## config.mk

```make
export PLATFORM = sky130hd
export DESIGN_NAME = counter_interval_arbiter_flat
export DESIGN_NICKNAME = d
export VERILOG_FILES = /design/src/rtl/counter_interval_arbiter_pkg.sv /design/src/rtl/counter_interval_arbiter_if.sv /design/src/rtl/counter_interval_arbiter_interval_counter.sv /design/src/rtl/counter_interval_arbiter.sv /design/src/flat_wrapper.sv
export SDC_FILE = /design/constraint.sdc
export NUM_CORES = 1
export LEC_CHECK = 0
export CAP_MARGIN = 20
export CELL_PAD_IN_SITES_DETAIL_PLACEMENT = 1
export CELL_PAD_IN_SITES_GLOBAL_PLACEMENT = 2
export CORE_MARGIN = 1
export CORE_UTILIZATION = 21
export DETAILED_ROUTE_END_ITERATION = 7
export GPL_TIMING_DRIVEN = 0
export PLACE_DENSITY_LB_ADDON = 0.12
export SYNTH_ARGS = -nofsm -noshare
export SYNTH_HDL_FRONTEND = slang
export SYNTH_SLANG_ARGS = --single-unit
```

## constraint.sdc

```tcl
create_clock -name clock -period 1.3 [get_ports clock]
set_input_delay 0.13 -clock clock [delete_from_list [all_inputs] [get_ports clock]]
set_output_delay 0.13 -clock clock [all_outputs]
set_load 0.01 [all_outputs]
```

## src/rtl/counter_interval_arbiter_pkg.sv

```systemverilog
// counter_interval_arbiter_pkg: shared states, default sizes and round-robin pick
package counter_interval_arbiter_pkg;
  typedef enum logic [1:0] {IDLE, RUN, DONE} state_t;
  localparam int NUM_REQ_D = 4;
  localparam int CNT_W_D = 4;
  function automatic logic [2:0] rr_pick(input logic [7:0] req, input logic [2:0] ptr, input int n);
    logic [2:0] pick;
    logic found;
    pick = ptr;
    found = 1'b0;
    for (int k = 1; k <= 8; k++) begin
      int idx;
      idx = (int'(ptr) + k) % n;
      if (k <= n && !found && req[3'(idx)]) begin
        pick = 3'(idx);
        found = 1'b1;
      end
    end
    return pick;
  endfunction
endpackage

```

## src/rtl/counter_interval_arbiter_if.sv

```systemverilog
// counter_interval_arbiter_if: requester-side bundle of the shared interval counter
interface counter_interval_arbiter_if
  import counter_interval_arbiter_pkg::*;
#(
  parameter int NUM_REQ = NUM_REQ_D,
  parameter int CNT_W = CNT_W_D
);
  logic [NUM_REQ-1:0] req;
  logic [NUM_REQ*CNT_W-1:0] len;
  logic [NUM_REQ-1:0] grant;
  logic [NUM_REQ-1:0] done;
  logic busy;
  logic [CNT_W-1:0] count_out;
  modport master(output req, len, input grant, done, busy, count_out);
  modport slave(input req, len, output grant, done, busy, count_out);
endinterface

```

## src/rtl/counter_interval_arbiter_interval_counter.sv

```systemverilog
// interval_counter: up-counter with synchronous clear taking priority over enable
module interval_counter #(
  parameter int W = 4
) (
  input  logic         clock,
  input  logic         reset,
  input  logic         clear,
  input  logic         enable,
  output logic [W-1:0] count
);
  always_ff @(posedge clock)
    if (reset || clear) count <= '0;
    else if (enable) count <= count + W'(1);
endmodule

```

## src/rtl/counter_interval_arbiter.sv

```systemverilog
// counter_interval_arbiter: round-robin sharing of one interval counter among requesters
module counter_interval_arbiter
  import counter_interval_arbiter_pkg::*;
#(
  parameter int NUM_REQ = NUM_REQ_D,
  parameter int CNT_W = CNT_W_D
) (
  input logic clock,
  input logic reset,
  counter_interval_arbiter_if.slave bus
);
  localparam int IW = $clog2(NUM_REQ);
  state_t state, state_n;
  logic [IW-1:0] owner, ptr, pick;
  logic [CNT_W-1:0] len_q, count;
  logic [NUM_REQ-1:0] owner_oh;
  logic abort, hit, clear, enable;
  assign pick = IW'(rr_pick(8'(bus.req), 3'(ptr), NUM_REQ));
  always_ff @(posedge clock)
    if (reset) begin
      state <= IDLE;
      ptr <= IW'(NUM_REQ - 1);
      owner <= '0;
      len_q <= '0;
    end else begin
      state <= state_n;
      if (state == IDLE && |bus.req) begin
        owner <= pick;
        ptr <= pick;
        len_q <= bus.len[int'(pick)*CNT_W +: CNT_W];
      end
    end
  // abort outranks reaching the terminal count, so a dropped request never sees done
  always_comb begin
    abort = state == RUN && !bus.req[owner];
    hit = count == len_q;
    state_n = state == IDLE ? (|bus.req ? RUN : IDLE)
            : state == RUN  ? (abort ? IDLE : hit ? DONE : RUN)
            : IDLE;
    clear = state != RUN || abort;
    enable = state == RUN && !hit;
    owner_oh = NUM_REQ'(1) << owner;
    bus.grant = state == IDLE ? '0 : owner_oh;
    bus.done = state == DONE ? owner_oh : '0;
    bus.busy = state != IDLE;
    bus.count_out = count;
  end
  interval_counter #(.W(CNT_W)) u_cnt (
    .clock(clock),
    .reset(reset),
    .clear(clear),
    .enable(enable),
    .count(count)
  );
endmodule

```

## src/flat_wrapper.sv

```systemverilog
// flat-port wrapper written by rule: the top's interface ports become plain ports
module counter_interval_arbiter_flat import counter_interval_arbiter_pkg::*;
#(
  parameter int NUM_REQ = NUM_REQ_D,
  parameter int CNT_W = CNT_W_D
)
  (clock, reset, bus_req, bus_len, bus_grant, bus_done, bus_busy, bus_count_out);
  counter_interval_arbiter_if #(.NUM_REQ(NUM_REQ), .CNT_W(CNT_W)) bus_i ();
  input logic clock;
  input logic reset;
  input wire logic [$bits(bus_i.req)-1:0] bus_req;
  input wire logic [$bits(bus_i.len)-1:0] bus_len;
  output wire logic [$bits(bus_i.grant)-1:0] bus_grant;
  output wire logic [$bits(bus_i.done)-1:0] bus_done;
  output wire logic [$bits(bus_i.busy)-1:0] bus_busy;
  output wire logic [$bits(bus_i.count_out)-1:0] bus_count_out;
  assign bus_i.req = bus_req;
  assign bus_i.len = bus_len;
  assign bus_grant = bus_i.grant;
  assign bus_done = bus_i.done;
  assign bus_busy = bus_i.busy;
  assign bus_count_out = bus_i.count_out;
  counter_interval_arbiter #(.NUM_REQ(NUM_REQ), .CNT_W(CNT_W)) u_core (.clock(clock), .reset(reset), .bus(bus_i));
endmodule
```

* Word level (Yosys, flattened, before mapping)
Cells that the tools add are included.
Operators by class: shifts and indexed selects 2, bitwise operators 4, mux-type cells 28, reduce and logical (&&, ||, !) cells 20, $add $sub $neg 5, equal/unequal tests 4, $lt $le $gt $ge 5
Operators by type and width (count):
- 3-bit by 5-bit < comparator with 1-bit output, second input constant | 4
- 2-bit 2-to-1 mux | 8
- 16-bit by 5-bit indexed part select with 4-bit output | 1
- 1-bit 2-to-1 mux | 13
- 1-bit binary-select mux with 3-bit select | 4
- 4-bit 2-to-1 mux | 2
- 2-bit OR reduction | 4
- 1-bit logical AND | 6
- 1-bit zero test | 5
- 2-bit by 1-bit adder with 2-bit output, second input constant | 2
- 2-bit adder, second input constant | 2
- 4-bit by 1-bit adder with 4-bit output, second input constant | 1
- 1-bit AND, first input constant | 4
- 4-bit equality test | 1
- 4-bit OR reduction | 1
- 1-bit by 2-bit << shifter with 4-bit output, first input constant | 1
- 2-bit by 3-bit < comparator with 1-bit output, second input constant | 1
- 1-bit binary-select mux with 2-bit select | 1
- 2-bit by 1-bit equality test with 1-bit output, second input constant | 1
- 2-bit equality test, second input constant | 1
- 2-bit zero test | 1
- 1-bit logical OR | 2
- 2-bit by 1-bit inequality test with 1-bit output, second input constant | 1
- 2-bit nonzero test | 1
Storage, ports and cells: register bits 14, word-level logic and storage cells 73, input port bits 22

* Depth between registers and ports, before layout
word-level depth 17, gate-level depth with buffers 6, gate-level depth less buffers 5

* Cells and area by module
From an unflattened synthesis, not the netlist that was laid out.
Second synthesis, totals: cells, all modules 99, area total of the unflattened synthesis 895.9 um2
By module, submodules not included:
- counter_interval_arbiter | seq. area each 200.2 um2, cells an instance 82, area an instance 718.2 um2, times used 1
- interval_counter | seq. area each 80.1 um2, cells an instance 17, area an instance 177.7 um2, times used 1

* Worst setup path after synthesis
No wires, ideal clock.
path type reg-to-reg, start reg u_core.owner[0], end reg u_core.u_cnt.count[0], required time 1.185 ns, library setup time 0.115 ns, stages on the path, launching flop included 4, slack -0.070 ns, arrival 1.255 ns, clock period less this slack 1.370 ns, buffers on the path 0, path through dfxtp_1 -> mux4_1 -> or3b_4 -> nor2_1
Between the ends: longest elaborated chain between the ends 6
Ends and longest elaborated chain:
- start, declared | RTL line counter_interval_arbiter.sv:14 | logic [IW-1:0] owner, ptr, pick;
- start signal, assigned | RTL line counter_interval_arbiter.sv:28 | owner <= pick;
- 1-bit binary-select mux with 2-bit select | RTL line counter_interval_arbiter.sv:35 | abort = state == RUN && !bus.req[owner];
- 1-bit 2-to-1 mux (not written as such) | RTL line counter_interval_arbiter.sv:35
- 1-bit zero test | RTL line counter_interval_arbiter.sv:35
- 1-bit logical AND | RTL line counter_interval_arbiter.sv:35
- 1-bit logical OR | RTL line counter_interval_arbiter.sv:40 | clear = state != RUN || abort;
- 1-bit logical OR | RTL line counter_interval_arbiter_interval_counter.sv:12 | if (reset || clear) count <= '0;
- end signal, assigned | RTL line counter_interval_arbiter_interval_counter.sv:13 | else if (enable) count <= count + W'(1);
- end, declared | RTL line counter_interval_arbiter_interval_counter.sv:9 | output logic [W-1:0] count
No other way between the ends. The select of a mux whose other input is x is not followed. A chain may end at the register's enable or synchronous reset.

* Worst setup path after layout
start reg u_core.ptr[0], end reg u_core.len_q[1]
Between the ends: longest elaborated chain between the ends 17
Ends and longest elaborated chain:
- start, declared | RTL line counter_interval_arbiter.sv:14
- start signal, assigned | RTL line counter_interval_arbiter.sv:22 | ptr <= IW'(NUM_REQ - 1);
- start signal, assigned | RTL line counter_interval_arbiter.sv:29 | ptr <= pick;
- 2-bit by 1-bit adder with 2-bit output | RTL line counter_interval_arbiter_pkg.sv:13 | idx = (int'(ptr) + k) % n;
- 2-bit OR reduction (no line)
- 1-bit AND (no line)
- 1-bit binary-select mux with 3-bit select | RTL line counter_interval_arbiter_pkg.sv:14 | if (k <= n && !found && req[3'(idx)]) begin
- 1-bit 2-to-1 mux (not written as such) (2 in a row) | RTL line counter_interval_arbiter_pkg.sv:14
- 1-bit 2-to-1 mux | RTL line counter_interval_arbiter_pkg.sv:14
- 1-bit zero test | RTL line counter_interval_arbiter_pkg.sv:14
- 1-bit logical AND | RTL line counter_interval_arbiter_pkg.sv:14
- 1-bit 2-to-1 mux | RTL line counter_interval_arbiter_pkg.sv:14
- 1-bit zero test | RTL line counter_interval_arbiter_pkg.sv:14
- 1-bit logical AND | RTL line counter_interval_arbiter_pkg.sv:14
- 1-bit 2-to-1 mux | RTL line counter_interval_arbiter_pkg.sv:14
- 1-bit zero test | RTL line counter_interval_arbiter_pkg.sv:14
- 1-bit logical AND | RTL line counter_interval_arbiter_pkg.sv:14
- 2-bit 2-to-1 mux (*) | RTL line counter_interval_arbiter_pkg.sv:14
- 16-bit by 5-bit indexed part select with 4-bit output (*) | RTL line counter_interval_arbiter.sv:30 | len_q <= bus.len[int'(pick)*CNT_W +: CNT_W];
- end signal, assigned | RTL line counter_interval_arbiter.sv:30
- end, declared | RTL line counter_interval_arbiter.sv:15 | logic [CNT_W-1:0] len_q, count;
Mark *: on every way between the ends. The rest lies on a longest branch, timed or not. The select of a mux whose other input is x is not followed.

==> metrics <==
Post-Route WL about 2.6 mm; Syn. warnings 0; crit start category register; worst stage delay on the critical path 350 ps; Hold Crit Endpoint u_core.ptr[1]; Period Utilization, post-route 114%; global route total overflow 0; clock tree buffer depth 2; final hold vios 0; fin crit period between 1000 and 1500 ps; Max-Cap Viols 0; Worst Setup End Kind register; IO Pins 35; largest net degree at the start of global routing 11; TritonCTS buffer count 3; clock sink count 14; cell area after layout around 1400 um^2; share of cells above drive strength 1 a little over a third; Pwr Total ~1.6 mW; end of the worst register-to-register path u_core.len_q[1]; Max Clk Rate ~680 MHz; CTS root buf clkbuf_8; vias in the first global route around 880; worst slack, placed -589 ps; Distinct cells, synth 27; CP Buf/Inv Count 1; DR vias around 900; post-detailed-route count of antenna-violating nets 0; R2R depth 6; Syn Area/Cell around 8.5 um^2; WP data arrival between 1500 and 2000 ps; DR pass1 iterations 2; Remaining DRCs 0; clk_skew between 1 and 1.5 ps; fill count 456; CP cell instances nor2b_4 > a21oi_1 > o211ai_1 > buf_4 > mux2i_2 > o221ai_1; fin. max-slew vios 0; DP HPWL 1.79 mm; layout overhead on the synthesized area 71.4%; worst-margin pin slew around 470 ps; leading area contributor after synthesis dfxtp_1; GRT Total Usage 12.7%; starting density of the core ~22%; main flop type after synthesis dfxtp_1; Leakage Power 0.594 nW; Nets 169; share of the synthesized area in the top cell type around a third; failing checks negative setup slack; Post-synth ARST share 0%; Synth Net Count roughly 120; most common cell after layout, fill and taps aside clkdlybuf4s50_1; die width 65.1 um; Hold Path Stages 2; VDD IR max 0.481 mV; PortBufs 34; die height approximately 65 um; Routed WL per cell around 13 um; PD cells between 1000 and 1500 nW/um^2; Die ar. 4240 um^2; hold wc startpoint u_core.ptr[1]; Row Count 22; H-tree depth 1; RSZ-0062 raised after global routing true; Iter 0 DRT Violations 9; TritonCTS clock tree built; Core ar. 3740 um^2; delay-heaviest family, CP compound AO/OA/AOI/OAI gates; top cells by area, synth dfxtp_1 (34%), mux2i_1 (11%), nor2_1 (9.0%), xnor2_1 (5.2%), o221ai_1 (4.2%); outcome finished with violations; EDFF count, synth 0; first-pass GRT wire length 4.17 mm; clock-pin transition on the worst setup and hold timing paths roughly 60 ps; Slowest cell on crit path dfxtp_2; final core utilization a little under two fifths; #FFs+latches synth 14; post-synthesis sequential area ratio about a third; Final WS setup -178 ps; Setup violations, final 11; Data required, critical path 1400 ps; Synth Cell Area 836 um^2; Hold WC Path Type register to register; critical path class register to register; reg2reg setup slack -180 ps; Hold Buf Count CTS 0; most frequent cells in the layout clkdlybuf4s50_1 (17), nor2_1 (14), dlygate4sd2_1 (9), buf_4 (8), mux2i_1 (8); clock latency on the worst-skew pair around 240 ps; Worst slew margin just under 70%; via-per-instance ratio around 4.6; initial antenna violation count 0; CP Max Fanout 5; Placer Congestion roughly 0.63; Placed Instance Area 1230 um^2; Syn Inst Count 98; reg-to-reg startpoint u_core.ptr[0]; diode count 0
kinds of logic (layout without fill, tap and decap cells):
group,Yosys count,in the layout,synth area share (%)
XOR/XNOR,7,7,7.34
flip-flops,14,14,33.5
AND/OR/NAND/NOR,46,46,27.4
AO/OA/AOI/OAI,16,16,14.1
adder cells (fa/ha/maj),1,1,1.50
multiplexers,10,10,13.9
buffers and inverters,4,50,2.25
flip-flops by register name, indices dropped and copies added, names as in the netlist:
signal,flops
u_core.state,2
u_core.owner,2
u_core.u_cnt.count,4
u_core.ptr,2
u_core.len_q,4
layer usage:
metal  vias up  global-route usage (%)  routed length, um
met5         -                       0                  0
met3         0                    4.58                163
met2        23                    21.7               1230
met1       415                    15.6               1170
met4         0                    1.63                  0
li1        444                       -                  -
per-stage QoR:
stage,setup TNS (ps),cells,hold WS (ps)
after floorplan,0,98,330
after global placement,-4710,180,523
after detailed placement,-5350,180,522
after CTS,-1670,191,556
after global routing,-2330,192,585
final,-1330,192,558
final cells by class:
type,count,area (um^2),share of cell area (%)
Timing Repair Buffer,43,370,25.9
Clock buffer,3,41.3,2.88
Multi-Input combinational cell,80,639,44.6
Buffer,2,11.3,0.786
Tap cell,48,60.1,4.19
Sequential cell,14,303,21.1
Inverter,2,7.51,0.524
Yosys cell counts (2+ instances only):
cell and instances:
nor2b_1 3, xnor2_1 5, o21ai_0 2, inv_1 2, nand3b_1 4, mux2i_1 9
nand2b_1 4, nor3_1 4, xor2_1 2, nor2_1 20, a21oi_1 5, o221ai_1 4
nand2_1 6, dfxtp_1 14, nand4_1 2
worst min-delay path: cells and delay by family, from the launching register on:
kind	cells	cell delay, ps
flip-flops	1	350
AND/OR/NAND/NOR	1	60
AO/OA/AOI/OAI	1	100
worst max-delay path by stage:
stage,end,startpoint,cells past startpoint,slack (ps)
final,u_core.len_q[1],u_core.ptr[0],6,-180
after global routing,u_core.len_q[0],u_core.ptr[0],6,-300
after CTS,u_core.len_q[1],u_core.ptr[0],6,-220
after detailed placement,u_core.len_q[1],bus_req[1],7,-590
after global placement,u_core.len_q[2],bus_req[1],7,-490
after floorplan,u_core.len_q[2],u_core.ptr[0],6,20
repair_timing:
| action | 4_1_cts | 5_1_grt |
|---|---|---|
| endpoints found under the setup margin | 26 | 21 |
| buffers inserted | 7 | 1 |
| cloned | 1 | 0 |
| pin swaps | 9 | 6 |
| gates resized for setup | 49 | 24 |
where the power goes:
part           switching, mW  internal (mW)  leakage [nW]
combinational          0.301          0.385         0.453
sequential            0.0932          0.501         0.120
clock                  0.143          0.205        0.0216
total                  0.538           1.09         0.594
Power figures use the tool's default switching activity.
